$ cat src/rtl/fetch_stage.sv
// IF stage: owns the PC, addresses instruction memory and fills the IF/ID register.
// Optional perf counters (fetch_cnt, flush_cnt) are built when FETCH_PERF_CNT_EN is defined.
module fetch_stage #(
  parameter int              PC_W        = 32,
  parameter logic [PC_W-1:0] RESET_PC    = '0,
  parameter logic [5:0]      HALT_OPCODE = 6'b111111
) (
  input  logic            clk,
  input  logic            rst,
  input  logic            stall,
  input  logic            redirect_valid,
  input  logic [PC_W-1:0] redirect_pc,
  output logic [31:0]     instr_addr,
  input  logic [31:0]     instr_rdata,
  output logic [31:0]     ifid_instr,
  output logic [PC_W-1:0] ifid_pc,
  output logic [PC_W-1:0] ifid_pc_plus1,
  output logic            ifid_valid,
`ifdef FETCH_PERF_CNT_EN
  output logic [31:0]     fetch_cnt,
  output logic [31:0]     flush_cnt,
`endif
  output logic            halted
);

  // state   | meaning
  // S_RUN    | fetching sequentially, one instruction per unstalled edge
  // S_HALTED | halt word captured; PC frozen until a redirect
  typedef enum logic {S_RUN = 1'b0, S_HALTED = 1'b1} state_t;

  state_t          state, state_nxt;
  logic [PC_W-1:0] pc, pc_nxt, pc_inc;
  logic            halt_word;
  logic            do_capture;
  logic            do_bubble;

  assign pc_inc     = pc + PC_W'(1);
  assign halt_word  = (instr_rdata[31:26] == HALT_OPCODE);
  assign instr_addr = 32'(pc);

  always_ff @(posedge clk) begin
    if (rst) state <= S_RUN;
    else     state <= state_nxt;
  end

  always_comb begin
    state_nxt = state;
    if (redirect_valid)
      state_nxt = S_RUN;
    else if (!stall && state == S_RUN && halt_word)
      state_nxt = S_HALTED;
  end

  always_comb begin
    pc_nxt     = pc;
    do_capture = 1'b0;
    do_bubble  = 1'b0;
    halted     = (state == S_HALTED);
    if (redirect_valid) begin
      pc_nxt    = redirect_pc;
      do_bubble = 1'b1;
    end else if (!stall) begin
      if (state == S_RUN) begin
        do_capture = 1'b1;
        // The halt word itself is delivered; the PC stays on it.
        if (!halt_word) pc_nxt = pc_inc;
      end else begin
        do_bubble = 1'b1;
      end
    end
  end

  always_ff @(posedge clk) begin
    if (rst) begin
      pc            <= RESET_PC;
      ifid_instr    <= '0;
      ifid_pc       <= '0;
      ifid_pc_plus1 <= '0;
      ifid_valid    <= 1'b0;
    end else begin
      pc <= pc_nxt;
      if (do_capture) begin
        ifid_instr    <= instr_rdata;
        ifid_pc       <= pc;
        ifid_pc_plus1 <= pc_inc;
        ifid_valid    <= 1'b1;
      end else if (do_bubble) begin
        ifid_instr <= '0;
        ifid_valid <= 1'b0;
      end
    end
  end

`ifdef FETCH_PERF_CNT_EN
  always_ff @(posedge clk) begin
    if (rst) begin
      fetch_cnt <= '0;
      flush_cnt <= '0;
    end else begin
      if (do_capture && fetch_cnt != 32'hFFFF_FFFF)     fetch_cnt <= fetch_cnt + 32'd1;
      if (redirect_valid && flush_cnt != 32'hFFFF_FFFF) flush_cnt <= flush_cnt + 32'd1;
    end
  end
`endif

endmodule

$ cat config.mk
export PLATFORM = sky130hd
export DESIGN_NAME = fetch_stage
export DESIGN_NICKNAME = d
export VERILOG_FILES = /design/src/rtl/fetch_stage.sv
export SDC_FILE = /design/constraint.sdc
export NUM_CORES = 1
export LEC_CHECK = 0
export ABC_AREA = 1
export BUFFER_PORTS_ARGS = -buffer_cell sky130_fd_sc_hd__buf_2
export CAP_MARGIN = 25
export CORE_ASPECT_RATIO = 1.25
export CORE_MARGIN = 5
export CORE_UTILIZATION = 51
export DETAILED_ROUTE_END_ITERATION = 8
export PLACE_DENSITY = 0.83
export SLEW_MARGIN = 20
export SYNTH_ARGS = -nofsm -noshare
export SYNTH_HDL_FRONTEND = slang
export SYNTH_SLANG_ARGS = --single-unit
export TNS_END_PERCENT = 5
$ cat constraint.sdc
create_clock -name clk -period 1.8 [get_ports clk]
set_input_delay 0.36 -clock clk [delete_from_list [all_inputs] [get_ports clk]]
set_output_delay 0.36 -clock clk [all_outputs]
set_load 0.01 [all_outputs]
==> run summary, run 1 <==
Run status -> complete, no violations
First-pass DRT Iterations -> 5
Worst skew pair latency -> 0.41 ns
Detailed placement HPWL -> 13400 µm
PortBufs -> 197
Gr ovfl total -> 0
Maximum vdd drop -> 630 µV
Crit-path most repeated cell -> nand2_1
Initial DRC count -> 464
Worst Skew -> 0.00688 ns
Worst Tran Pin Value -> 0.656 ns
Setup TNS -> 0 ns
Cell Area, Synth -> 5900 µm²
Max incr delay on CP -> 0.34 ns
Synth warn -> 0
Crit path arrival time -> 1.94 ns
Sequential area share after synthesis -> 44.1%
Delay-heaviest family, CP -> simple AND/OR/NAND/NOR gates
Worst path required time -> 2.10 ns
Core footprint -> 11500 µm²
Crit-path max FO -> 5
First-pass GRT wire length -> 29400 µm
Site Rows -> 44
Bufs and invs on worst path -> 3
Yosys reg bits -> 130
Final RePlAce weighted congestion -> 0.939
Initial antenna violation count -> 0
Via count -> 6317
Final Hold Viols -> 0
Max Cap Viol -> 0
RSZ-0062 raised after global routing -> false
Min-delay worst type -> in -> reg
DIE AREA -> 13800 µm²
Static leakage -> 4.03 nW
Asr flop ratio synth -> 0%
Tcrit/Tclk final -> 90.8%
Vias in the first global route -> 6015
CTS tree -> built
Total GRT Usage -> 26.8%
EDFF count, synth -> 0
Synth Net Count -> 929
Inst Count DP -> 1178
Rel. slew slack -> 56.2%
Min Clock Period, post-route -> 1.63 ns
Most frequent cells in the layout -> nand2_1 (235), buf_2 (197), dfxtp_1 (129)
Cts hold-fix bufs -> 0
Starting Density -> 51.3%
Layout cells sized above 1 -> 26.3%
Fin. max-slew vios -> 0
Sink Count -> 130
WL final -> 18600 µm
Post-route insts no fill -> 1211
Mapped Avg Cell Area -> 6.86 µm²
DRC violations left -> 0
Die width -> 106 µm
Detail Route Antenna Nets -> 0
Footprint of the multi-input gates -> 2770 µm²
Fillers -> 1028
Root Buffer -> clkbuf_16
Largest net degree at the start of global routing -> 68
Nets@finish -> 1128
Commonest non-fill, non-tap cell in the layout -> nand2_1
Synth unique cells -> 31
Post-CTS setup buffers -> 0
Maximum clock insertion buffer count -> 2
DIE HEIGHT -> 130 µm
Top-Level Pins -> 198
H-tree depth -> 4
Vias per inst -> 5.22
Syn-to-layout area delta -> 31.8%
Final setup fails -> 0
WS Path Type -> reg -> reg
Top FF cell, synth -> dfxtp_1
Routed len/inst -> 15.3 µm
Slowest CP cell -> dfxtp_1
TritonCTS buffer count -> 17
Critical Path Start Type -> register
Clock transition at path regs -> 0.06 ns
Max frequency -> 612 MHz
Cell Chain, Critical Path -> buf_4, inv_1, nor2_8, nand2_4, nor2_4, nand2_1, nand2_1, nand2_1, o21ai_0, inv_1
Register area -> 2600 µm²
Setup crit end kind -> register
Cells after Synth -> 860
Power density over the cells -> 1010 nW/µm²
[worst reg2reg max path, stage by stage, from the launching register on]
cell	delay, ns
dfxtp_1	0.34
buf_4	0.14
inv_1	0.09
nor2_8	0.18
nand2_4	0.08
nor2_4	0.21
nand2_1	0.10
nand2_1	0.07
nand2_1	0.08
o21ai_0	0.18
inv_1	0.06
[area by class of cell]
type                            instances  area share [%]
Multi-Input combinational cell        598            35.6
Sequential cell                       130            33.5
Timing Repair Buffer                  225            16.2
Clock buffer                           17            5.47
Inverter                               87            4.20
Clock inverter                         15            2.80
Tap cell                              138            2.22
Antenna cell                            1          0.0322
[cells by family after synthesis]
| family | Yosys count | share of synthesized area [%] |
|---|---|---|
| compound gates | 158 | 13.9 |
| xor+xnor | 14 | 2.33 |
| fa+ha+maj | 1 | 0.212 |
| buf+inv | 132 | 8.97 |
| flops | 130 | 44.1 |
| simple gates | 425 | 30.5 |
[path summary, 6_finish.rpt]
kind                       endpoint           start  cells after the start  slack [ns]
setup / recovery  ifid_pc_plus1[21]   instr_addr[0]                     10        0.17
hold reg to reg      ifid_instr[23]  ifid_instr[23]                      2        0.46
hold / removal        ifid_instr[5]  instr_rdata[5]                      3        0.19
setup reg to reg  ifid_pc_plus1[21]   instr_addr[0]                     10        0.17
[Yosys cell counts, types with 5 or more instances]
library cell / instances / area [µm²]
nor2_4: 6 / 67.6
clkbuf_1: 24 / 90.1
o21ai_1: 8 / 40.0
a21oi_1: 77 / 385
nor2_1: 122 / 458
nand3_1: 48 / 240
inv_1: 85 / 319
o21ai_0: 59 / 295
xor2_1: 9 / 78.8
a31oi_1: 5 / 31.3
dfxtp_1: 130 / 2600
buf_2: 18 / 90.1
nand2_1: 235 / 882
[power by group]
group	internal (W)	switching, W	total, W
clock network	0.00237	0.00140	0.00377
registers	0.00304	0.000113	0.00315
logic	0.000357	0.000563	0.000920
total	0.00576	0.00208	0.00784
[metrics by stage]
step                      utilization (%)  hold slack [ns]  power (W)  setup slack [ns]  area (µm²)
final                                67.6            0.190    0.00784             0.166        7780
after global routing                 67.6            0.184    0.00814            0.0203        7780
after CTS                            67.6            0.171    0.00789             0.169        7770
after detailed placement             62.0            0.452    0.00412             0.151        7130
after global placement               62.0            0.448    0.00411             0.172        7130
after floorplan                         -            0.488    0.00369             0.238        5900
[flip-flops by register name (all words and copies together), names as in the netlist]
signal,count
ifid_instr,32
ifid_pc,32
ifid_pc_plus1,32
instr_addr,32
halted,1
ifid_valid,1
[routing by layer]
metal	global-route usage (%)	vias up	share of wire [%]
li1	-	3110	-
met1	30.3	2865	39
met2	48.5	296	50
met3	6.73	46	8.5
met4	10.7	0	2.8
met5	0	-	0
[what timing repair did]
action	4_1_cts	5_1_grt
hold endpoints to repair	0	0
resized for setup	0	1
setup endpoints to repair	0	1
No activity file was read; power rests on OpenSTA's default activity.
==> inputs of run 2 (changes only) <==
Settings changed: GPL_TIMING_DRIVEN set to 0.
==> run 2 against run 1 <==
Effect of this change: critical path depth unchanged; via count increased by 1.2%; clock power decreased by 13%; non-clock buffer count increased by 15; clock skew decreased by 0.0011 ns; register-to-register slack got worse by 0.08 ns; worst hold slack got worse by 0.0068 ns.
==> run summary, run 2 (same netlist as run 1, synthesis figures left out) <==
Run status -> complete, no violations
First-pass DRT Iterations -> 5 (unchanged)
Vias in the first global route -> 5928 (-1.4%)
Fin. max-slew vios -> 0 (unchanged)
Cts hold-fix bufs -> 0 (unchanged)
Layout cells sized above 1 -> 25.5% (-0.82 points)
Min-delay worst type -> in -> reg
Sink Count -> 130 (unchanged)
Core footprint -> 11500 µm² (unchanged)
Routed len/inst -> 16.0 µm (+4.7%)
CTS tree -> built
TritonCTS buffer count -> 17 (unchanged)
Starting Density -> 51.3% (unchanged)
Crit path arrival time -> 1.99 ns (+0.05 ns)
Initial DRC count -> 419 (-9.7%)
Root Buffer -> clkbuf_16
H-tree depth -> 4 (unchanged)
Setup crit end kind -> register
Syn-to-layout area delta -> 29.2%
Initial antenna violation count -> 0 (unchanged)
Resized cells post-CTS -> 0 (unchanged)
Worst Skew -> 0.00574 ns (-0.00115 ns)
Critical Path Start Type -> register
WS Path Type -> reg -> reg
Largest net degree at the start of global routing -> 17 (-75%)
Nets@finish -> 1143 (+1.3%)
First-pass GRT wire length -> 30000 µm (+1.9%)
Clock transition at path regs -> 0.06 ns (about the same)
WL met2 -> 9780 µm (+5.3%)
Maximum clock insertion buffer count -> 2 (unchanged)
Detailed placement HPWL -> 14900 µm (+11%)
Rel. slew slack -> 55.2% (-1.1 points)
Max frequency -> 585 MHz (-4.4%)
WL final -> 19700 µm (+5.9%)
Vias per inst -> 5.22 (about the same)
Commonest non-fill, non-tap cell in the layout -> nand2_1
PortBufs -> 195 (-1.0%)
Max Cap Viol -> 0 (unchanged)
Finished Core Util -> 66.3% (-1.3 points)
Top-Level Pins -> 198 (unchanged)
DRC violations left -> 0 (unchanged)
Most frequent cells in the layout -> nand2_1 (235), buf_2 (211), dfxtp_1 (124)
Worst skew pair latency -> 0.42 ns (about the same)
Via count -> 6390 (+1.2%)
Detail Route Antenna Nets -> 0 (unchanged)
Min Clock Period, post-route -> 1.71 ns (+0.0754 ns)
Top Layer Used -> met4
Worst Tran Pin Value -> 0.673 ns (+0.0167 ns)
Power density over the cells -> 961 nW/µm² (-4.6%)
Final RePlAce weighted congestion -> 0.962 (+2.5%)
Total GRT Usage -> 27.8% (+1.0 points)
Die width -> 106 µm (unchanged)
Placed cell area -> 7050 µm² (-1.2%)
Fillers -> 1044 (+1.6%)
Met3 WL -> 1790 µm (+14%)
Post-CTS setup buffers -> 0 (unchanged)
Tcrit/Tclk final -> 95.0% (+4.2 points)
Gr ovfl total -> 0 (unchanged)
Static leakage -> 3.93 nW (-2.3%)
DIE AREA -> 13800 µm² (unchanged)
Crit-path max FO -> 6 (+1)
DIE HEIGHT -> 130 µm (unchanged)
RSZ-0062 raised after global routing -> true
Final Hold Viols -> 0 (unchanged)
Wire length on met1 -> 7440 µm (+3.7%)
Final setup fails -> 0 (unchanged)
Maximum vdd drop -> 584 µV (-7.3%)
Fin area -> 7630 µm² (-2.0%)
Antenna fix cells -> 0 (-1)
Site Rows -> 44 (unchanged)
Worst path required time -> 2.08 ns (-0.02 ns)
run 2: worst paths after layout:
path	from	endpoint	slack, ns	cells past startpoint
setup / recovery	instr_addr[0]	instr_addr[10]	0.09	10
hold reg to reg	ifid_pc_plus1[0]	ifid_pc_plus1[0]	0.46	2
hold / removal	instr_rdata[5]	ifid_instr[5]	0.18	3
setup reg to reg	instr_addr[0]	instr_addr[10]	0.09	10
run 2: power breakdown:
part	switching, W	total, W	internal (W)
clock	0.00136	0.00327	0.00191
sequential	0.000134	0.00317	0.00304
combinational	0.000561	0.000888	0.000328
total	0.00205	0.00733	0.00528
run 2: per-layer routing:
metal,vias up,track usage (%)
li1,3123,-
met2,317,50.4
met3,44,7.47
met4,0,12.0
met5,-,0
met1,2906,30.7
run 2: final cells by class:
class / instances / area, µm² / area share (%)
clock buffer: 18 / 429 / 5.63
sequential: 130 / 2610 / 34.2
multi-input combinational: 598 / 2770 / 36.3
buffer: 45 / 209 / 2.74
tap: 138 / 173 / 2.26
inverter: 87 / 327 / 4.28
timing repair buffer: 195 / 976 / 12.8
clock inverter: 14 / 131 / 1.72
run 2: critical path, cell delays in order, from the launching register on:
cell     delay, ns
dfxtp_2       0.38
ha_1          0.21
nand2_2       0.08
nor2_4        0.20
nand2_4       0.13
nor2_2        0.18
nand2_1       0.08
nand2_1       0.10
nor2_1        0.05
nor2_1        0.11
nor2_1        0.04
run 2: metrics by stage:
stage | cells | power [W] | setup TNS [ns] | setup WS [ns] | hold WS (ns)
floorplan | 860 | 0.00369 | 0 | 0.238 | 0.488
global placement | 1193 | 0.00409 | -1.66 | -0.105 | 0.449
detailed placement | 1193 | 0.00410 | -2.49 | -0.142 | 0.453
CTS | 1225 | 0.00734 | 0 | 0.0168 | 0.171
global route | 1225 | 0.00761 | -0.0158 | -0.0102 | 0.185
finish | 1225 | 0.00733 | 0 | 0.0907 | 0.183
